$ cat src/rtl/awgn_pkg.sv
// Shared types and constants for the AWGN run-control sequencer.
// The seed floor constants are applied only in builds with AWGN_SEQ_SEED_FIX_EN.
package awgn_pkg;

   typedef enum logic [2:0] {
      IDLE,
      SEED,
      FILL,
      RUN,
      DRAIN
   } state_t;

   localparam int          NUM_SEEDS  = 6;
   localparam int          SEED_HOLD  = 2;
   localparam logic [31:0] SEED_RESET = 32'hFFFF_FFFF;
   localparam logic [31:0] SEED_MIN_A = 32'd2;
   localparam logic [31:0] SEED_MIN_B = 32'd8;
   localparam logic [31:0] SEED_MIN_C = 32'd16;

   // Each Tausworthe component needs its seed at or above a minimum, or the sequence degenerates.
   function automatic logic [31:0] seedFix(input logic [2:0] idx, input logic [31:0] val);
      logic [31:0] minVal;
      case (idx)
         3'd0, 3'd3: minVal = SEED_MIN_A;
         3'd1, 3'd4: minVal = SEED_MIN_B;
         default:    minVal = SEED_MIN_C;
      endcase
      return (val < minVal) ? (val | minVal) : val;
   endfunction

endpackage

$ cat src/rtl/awgn_seq_if.sv
// Valid/ready sample stream carrying {awgn1, awgn2} pairs out of the sequencer.
interface awgn_seq_if;

   logic        m_valid;
   logic        m_ready;
   logic [31:0] m_data;

   modport master (
      output m_valid,
      output m_data,
      input  m_ready
   );

   modport slave (
      input  m_valid,
      input  m_data,
      output m_ready
   );

endinterface

$ cat src/rtl/awgn_seq_fifo.sv
// Small synchronous FIFO; a push into a full FIFO is accepted when a pop happens in the same cycle.
module awgn_seq_fifo #(
   parameter  int DEPTH = 4,
   parameter  int WIDTH = 32,
   localparam int AW    = $clog2(DEPTH)
) (
   input  logic             clk,
   input  logic             rst_n,
   input  logic             i_push,
   input  logic [WIDTH-1:0] i_data,
   input  logic             i_pop,
   output logic [WIDTH-1:0] o_data,
   output logic             o_full,
   output logic             o_empty,
   output logic [AW:0]      o_count
);

   localparam logic [AW:0] FULL_COUNT = (AW+1)'(DEPTH);

   logic [WIDTH-1:0] r_mem [DEPTH];
   logic [AW-1:0]    r_wr_ptr;
   logic [AW-1:0]    r_rd_ptr;
   logic [AW:0]      r_count;
   logic             w_do_push;
   logic             w_do_pop;

   assign o_empty   = (r_count == '0);
   assign o_full    = (r_count == FULL_COUNT);
   assign o_count   = r_count;
   assign w_do_pop  = i_pop && !o_empty;
   assign w_do_push = i_push && (!o_full || w_do_pop);

   // The head is gated so the output reads zero whenever the FIFO is empty.
   assign o_data = o_empty ? '0 : r_mem[r_rd_ptr];

   always_ff @(posedge clk) begin
      if (w_do_push) begin
         r_mem[r_wr_ptr] <= i_data;
      end
   end

   always_ff @(posedge clk or negedge rst_n) begin
      if (!rst_n) begin
         r_wr_ptr <= '0;
         r_rd_ptr <= '0;
         r_count  <= '0;
      end else begin
         if (w_do_push) begin
            r_wr_ptr <= r_wr_ptr + 1'b1;
         end
         if (w_do_pop) begin
            r_rd_ptr <= r_rd_ptr + 1'b1;
         end
         case ({w_do_push, w_do_pop})
            2'b10:   r_count <= r_count + 1'b1;
            2'b01:   r_count <= r_count - 1'b1;
            default: r_count <= r_count;
         endcase
      end
   end

endmodule

$ cat src/rtl/awgn_seq.sv
// Run-control sequencer for the AWGN core: seed registers, core reset, pipeline fill and sample capture.
// Build option AWGN_SEQ_SEED_FIX_EN forces written seeds up to their legal minimum.
module awgn_seq
   import awgn_pkg::*;
#(
   parameter int FILL_CYCLES = 8,
   parameter int DEPTH       = 4
) (
   input  logic        clk,
   input  logic        reset,
   input  logic        cfg_we,
   input  logic [2:0]  cfg_addr,
   input  logic [31:0] cfg_wdata,
   input  logic        start,
   input  logic [15:0] burst_len,
   input  logic        stop,
   output logic        core_reset,
   output logic [31:0] s0,
   output logic [31:0] s1,
   output logic [31:0] s2,
   output logic [31:0] s3,
   output logic [31:0] s4,
   output logic [31:0] s5,
   input  logic [15:0] awgn1_in,
   input  logic [15:0] awgn2_in,
   awgn_seq_if.master  m_if,
   output logic        busy,
   output logic        done,
   output logic [15:0] drop_cnt
);

   localparam int                 PHASE_W   = $clog2(FILL_CYCLES + SEED_HOLD);
   localparam int                 CNT_W     = $clog2(DEPTH) + 1;
   localparam logic [PHASE_W-1:0] SEED_LAST = PHASE_W'(SEED_HOLD - 1);
   localparam logic [PHASE_W-1:0] FILL_LAST = PHASE_W'(FILL_CYCLES - 1);

   state_t             r_state;
   logic [PHASE_W-1:0] r_phase_cnt;
   logic               r_core_reset;
   logic               r_done;
   logic [15:0]        r_burst_len;
   logic [15:0]        r_sample_cnt;
   logic [15:0]        r_drop_cnt;
   logic [31:0]        r_seed [NUM_SEEDS];

   logic               w_full;
   logic               w_empty;
   logic [CNT_W-1:0]   w_count;
   logic [31:0]        w_head;
   logic               w_pop;
   logic               w_push;
   logic               w_drop;
   logic               w_burst_hit;
   logic               w_drain_done;
   logic               w_cfg_write;
   logic [31:0]        w_seed_value;

   assign w_pop  = !w_empty && m_if.m_ready;
   // The core cannot stall: a full FIFO only accepts when the head leaves in the same cycle.
   assign w_push = (r_state == RUN) && (!w_full || m_if.m_ready);
   assign w_drop = (r_state == RUN) && !w_push;

   assign w_burst_hit  = (r_burst_len != 16'd0) && w_push && ((r_sample_cnt + 16'd1) == r_burst_len);
   assign w_drain_done = w_empty || ((w_count == CNT_W'(1)) && w_pop);
   assign w_cfg_write  = cfg_we && (r_state == IDLE) && (cfg_addr < 3'd6);

`ifdef AWGN_SEQ_SEED_FIX_EN
   assign w_seed_value = seedFix(cfg_addr, cfg_wdata);
`else
   assign w_seed_value = cfg_wdata;
`endif

   awgn_seq_fifo #(
      .DEPTH (DEPTH),
      .WIDTH (32)
   ) u_fifo (
      .clk     (clk),
      .rst_n   (reset),
      .i_push  (w_push),
      .i_data  ({awgn1_in, awgn2_in}),
      .i_pop   (w_pop),
      .o_data  (w_head),
      .o_full  (w_full),
      .o_empty (w_empty),
      .o_count (w_count)
   );

   always_ff @(posedge clk or negedge reset) begin
      if (!reset) begin
         for (int i = 0; i < NUM_SEEDS; i++) begin
            r_seed[i] <= SEED_RESET;
         end
      end else if (w_cfg_write) begin
         r_seed[cfg_addr] <= w_seed_value;
      end
   end

   // The drain exits one cycle after the final pop by anticipating the FIFO going empty.
   always_ff @(posedge clk or negedge reset) begin
      if (!reset) begin
         r_state      <= IDLE;
         r_phase_cnt  <= '0;
         r_core_reset <= 1'b1;
         r_done       <= 1'b0;
         r_burst_len  <= '0;
         r_sample_cnt <= '0;
         r_drop_cnt   <= '0;
      end else begin
         r_done <= 1'b0;
         case (r_state)
            IDLE: begin
               if (start) begin
                  r_state      <= SEED;
                  r_phase_cnt  <= '0;
                  r_burst_len  <= burst_len;
                  r_sample_cnt <= '0;
                  r_drop_cnt   <= '0;
               end
            end
            SEED: begin
               if (r_phase_cnt == SEED_LAST) begin
                  r_state      <= FILL;
                  r_phase_cnt  <= '0;
                  r_core_reset <= 1'b0;
               end else begin
                  r_phase_cnt <= r_phase_cnt + 1'b1;
               end
            end
            FILL: begin
               if (r_phase_cnt == FILL_LAST) begin
                  r_state     <= RUN;
                  r_phase_cnt <= '0;
               end else begin
                  r_phase_cnt <= r_phase_cnt + 1'b1;
               end
            end
            RUN: begin
               if (w_push) begin
                  r_sample_cnt <= r_sample_cnt + 16'd1;
               end
               if (w_drop && (r_drop_cnt != 16'hFFFF)) begin
                  r_drop_cnt <= r_drop_cnt + 16'd1;
               end
               if (stop || w_burst_hit) begin
                  r_state      <= DRAIN;
                  r_core_reset <= 1'b1;
               end
            end
            DRAIN: begin
               if (w_drain_done) begin
                  r_state <= IDLE;
                  r_done  <= 1'b1;
               end
            end
            default: begin
               r_state      <= IDLE;
               r_core_reset <= 1'b1;
            end
         endcase
      end
   end

   assign m_if.m_valid = !w_empty;
   assign m_if.m_data  = w_head;
   assign core_reset   = r_core_reset;
   assign busy         = (r_state != IDLE);
   assign done         = r_done;
   assign drop_cnt     = r_drop_cnt;
   assign s0           = r_seed[0];
   assign s1           = r_seed[1];
   assign s2           = r_seed[2];
   assign s3           = r_seed[3];
   assign s4           = r_seed[4];
   assign s5           = r_seed[5];

endmodule

$ cat src/flat_wrapper.sv
// flat-port wrapper written by rule: the top's interface ports become plain ports
module awgn_seq_flat import awgn_pkg::*;
#(
   parameter int FILL_CYCLES = 8,
   parameter int DEPTH       = 4
)
  (clk, reset, cfg_we, cfg_addr, cfg_wdata, start, burst_len, stop, core_reset, s0, s1, s2, s3, s4, s5, awgn1_in, awgn2_in, busy, done, drop_cnt, m_if_m_valid, m_if_m_data, m_if_m_ready);
  awgn_seq_if m_if_i ();
  input  logic clk;
  input  logic reset;
  input  logic cfg_we;
  input  logic [2:0] cfg_addr;
  input  logic [31:0] cfg_wdata;
  input  logic start;
  input  logic [15:0] burst_len;
  input  logic stop;
  output logic core_reset;
  output logic [31:0] s0;
  output logic [31:0] s1;
  output logic [31:0] s2;
  output logic [31:0] s3;
  output logic [31:0] s4;
  output logic [31:0] s5;
  input  logic [15:0] awgn1_in;
  input  logic [15:0] awgn2_in;
  output logic busy;
  output logic done;
  output logic [15:0] drop_cnt;
  output wire logic [$bits(m_if_i.m_valid)-1:0] m_if_m_valid;
  output wire logic [$bits(m_if_i.m_data)-1:0] m_if_m_data;
  input wire logic [$bits(m_if_i.m_ready)-1:0] m_if_m_ready;
  assign m_if_m_valid = m_if_i.m_valid;
  assign m_if_m_data = m_if_i.m_data;
  assign m_if_i.m_ready = m_if_m_ready;
  awgn_seq #(.FILL_CYCLES(FILL_CYCLES), .DEPTH(DEPTH)) u_core (.clk(clk), .reset(reset), .cfg_we(cfg_we), .cfg_addr(cfg_addr), .cfg_wdata(cfg_wdata), .start(start), .burst_len(burst_len), .stop(stop), .core_reset(core_reset), .s0(s0), .s1(s1), .s2(s2), .s3(s3), .s4(s4), .s5(s5), .awgn1_in(awgn1_in), .awgn2_in(awgn2_in), .m_if(m_if_i), .busy(busy), .done(done), .drop_cnt(drop_cnt));
endmodule
$ cat config.mk
export PLATFORM = sky130hd
export DESIGN_NAME = awgn_seq_flat
export DESIGN_NICKNAME = d
export VERILOG_FILES = /design/src/rtl/awgn_pkg.sv /design/src/rtl/awgn_seq_if.sv /design/src/rtl/awgn_seq_fifo.sv /design/src/rtl/awgn_seq.sv /design/src/flat_wrapper.sv
export SDC_FILE = /design/constraint.sdc
export NUM_CORES = 1
export LEC_CHECK = 0
export ABC_AREA = 1
export CAP_MARGIN = 20
export CORE_UTILIZATION = 55
export DETAILED_ROUTE_END_ITERATION = 16
export PLACE_DENSITY = 0.85
export SYNTH_ARGS = -nofsm -noshare
export SYNTH_HDL_FRONTEND = slang
export SYNTH_SLANG_ARGS = --single-unit
$ cat constraint.sdc
create_clock -name clk -period 7.4 [get_ports clk]
set_input_delay 1.48 -clock clk [delete_from_list [all_inputs] [get_ports clk]]
set_output_delay 1.48 -clock clk [all_outputs]
set_load 0.01 [all_outputs]
==> qor.yml <==
outcome: "complete, no violations"
nNetsFinal: 1962
drive_above_1_share: 0.1597
holdBufCountCts: 0
seq_area_frac_synth: 0.6680
synth_top_area_share: 0.3229
rows: 61
r2r-start: "u_core.r_state[0]"
yosysTopAreaCell: "dfstp_2"
grt_max_degree: 150
grt_pass1_vias: 12258
fp.coreArea_sq_um: 27930
die_y_microns: 171.0
clock.fmax_ghz: 0.2329
cts_buffers: 40
p_leak_nw: 8.157
hold_path.class: "flip-flop to flip-flop"
slew-limit-headroom: 0.2882
cts_tree: "built"
tns_ps: 0
avgSynthCellArea_sq_um: 10.23
synth_ff_type: "dfstp_2"
synthArstFlopShare: 0.6667
clk_latency_ps: 530
ys_ff_latch: 384
critPathKind: "flip-flop to output port"
cts_setup_buffers: 0
drtIter0Drc: 1101
portBuffers: 332
via_count: 12364
ys_warn_count: 0
yosys-top-cells-area: "dfstp_2, edfxtp_1, dfrtp_1"
syn_inst: 1535
cts_htree_levels: 2
postRouteAntennaNets: 0
drv_slew: 0
n_antenna_cell: 0
whs_endpoint: "u_core.core_reset"
cp_max_fo: 49
drt-total-wl_mm: 41.89
r2r_slack_ps: 4900
period_needed_ps: 4293
syn_area_sq_um: 15710
holdPathStages: 2
clk_pin_slew_ps: 60
hold_viol: 0
cp-start-kind: "flip-flop"
drc: 0
gr-total-overflow: 0
cts_resized: 0
maxCapViolCount: 0
dieArea_sq_um: 29240
syn_nets: 1637
io_pins: 333
reg2reg_depth: 8
clock_skew_ps: 18.18
crit_arrival_ps: 2810
yosysMostFrequentCell: "nor2_1"
required_ps: 5920
hp-start: "u_core.core_reset"
finish.utilization: 0.7437
vias_per_cell: 5.449
avgRoutedWirePerCell_microns: 18.46
dpl.hpwl_mm: 27.53
antenna_found_initial: 0
gp_congestion: 0.8660
clock-sinks: 384
cts-root-buf: "clkbuf_16"
endpoint_kind: "output port"
grtUsageTotal: 0.2861
p_per_area_nw_per_um2: 442.3
rsz0062_at_grt: "false"
setup_viol: 0
clockBufferDepth: 3
vdd_drop_max_mv: 0.3845
netlist_top_cells_count: "nor2_1, nand2_1, o21ai_0, dfstp_2, a21oi_1"
die_w_microns: 171.0
reg2reg_to: "u_core.s2[12]"
dr.pass1.iters: 5
synth_edf_count: 128
tightestPinTransition_ps: 1068
synthToLayoutAreaGrowth_pct: 32.27
grt_pass1_wl_mm: 65.05
worst_hold_slack_ps: 464.5
start_util: 0.5623
post-route-period-util: 0.5802
synth_cell_types: 38
[state kept, by name, summed over array words and instances (netlist names), 16 cells and up]
name / flops
u_core.drop_cnt: 16
u_core.s4: 32
u_core.u_fifo.r_mem: 128
u_core.s5: 32
u_core.r_burst_len: 16
u_core.s1: 32
u_core.r_sample_cnt: 16
u_core.s3: 32
u_core.s0: 32
u_core.s2: 32
[cell usage in the layout (no fill, tap or decap), types with 3 or more instances in the layout]
| cell type | count |
|---|---|
| clkinv_1 | 5 |
| clkbuf_16 | 41 |
| nor2_4 | 7 |
| inv_2 | 5 |
| clkinv_2 | 8 |
| a21oi_1 | 137 |
| clkbuf_1 | 11 |
| edfxtp_1 | 128 |
| clkdlybuf4s50_1 | 331 |
| nor2_2 | 7 |
| nand3_1 | 45 |
| nand2_2 | 6 |
| nor3_1 | 5 |
| dfstp_2 | 193 |
| dfrtp_1 | 62 |
| inv_1 | 106 |
| ha_1 | 13 |
| nor2_1 | 277 |
| bufinv_16 | 5 |
| xor2_1 | 10 |
| o22ai_1 | 10 |
| nand4_1 | 13 |
| nand2_1 | 221 |
| buf_4 | 14 |
| xnor2_1 | 4 |
| clkbuf_8 | 3 |
| o21ai_0 | 199 |
[area by class of cell]
type | instances | area (sq um)
sequential | 384 | 10490
fill | 1851 | 7159
multi-input combinational | 972 | 4557
timing repair buffer | 349 | 3501
clock buffer | 55 | 1109
tap | 378 | 473.0
inverter | 113 | 425.4
clock inverter | 18 | 217.7
[worst max-delay path by stage]
stage,startpoint,end,slack [ps],cells after the start
floorplan,m_if_m_ready,u_core.u_fifo.r_mem[0][0],3690,5
global placement,u_core.u_fifo.r_rd_ptr[1],m_if_m_data[31],3720,6
detailed placement,u_core.u_fifo.r_rd_ptr[1],m_if_m_data[30],3540,6
CTS,u_core.u_fifo.r_rd_ptr[1],m_if_m_data[3],2950,6
global route,u_core.u_fifo.r_rd_ptr[0],m_if_m_data[4],2920,6
finish,u_core.u_fifo.r_rd_ptr[0],m_if_m_data[4],3110,6
[per-stage QoR]
step,instances,power [mW],instance area (sq um),worst slack [ps]
floorplan,1535,5.205,15710,3694
global placement,2193,6.974,19380,3720
detailed placement,2193,7.106,19380,3536
CTS,2266,9.194,20710,2947
global route,2269,9.679,20770,2924
finish,2269,9.189,20770,3107
[report_power, final]
group	internal, mW	switching [mW]
clock network	1.22	0.803
registers	3.25	0.405
logic	1.71	1.80
[metal layers]
metal,GRT usage,wire length [microns],vias up
met5,0,0,-
met4,0.09666,1250,0
met3,0.08559,3944,94
met2,0.4698,20410,526
met1,0.3618,16280,6005
li1,-,-,5739
[cell families (layout without fill, tap and decap cells)]
group           Yosys count  count (layout)  synth area share
compound gates          353             353            0.1140
buf+inv                 179             535           0.04405
fa+ha+maj                13              13           0.01036
simple gates            591             591            0.1544
flops                   384             384            0.6680
xor+xnor                 15              15          0.009240
[worst max-delay path: stages, from the launching register on]
cell and delay [ps]:
dfrtp_2 580, buf_4 520, nor2_1 150, nor2_1 120, o21ai_0 120, a21oi_1 210
clkdlybuf4s50_1 580
Note: power is estimated with default switching activity, not from simulation.
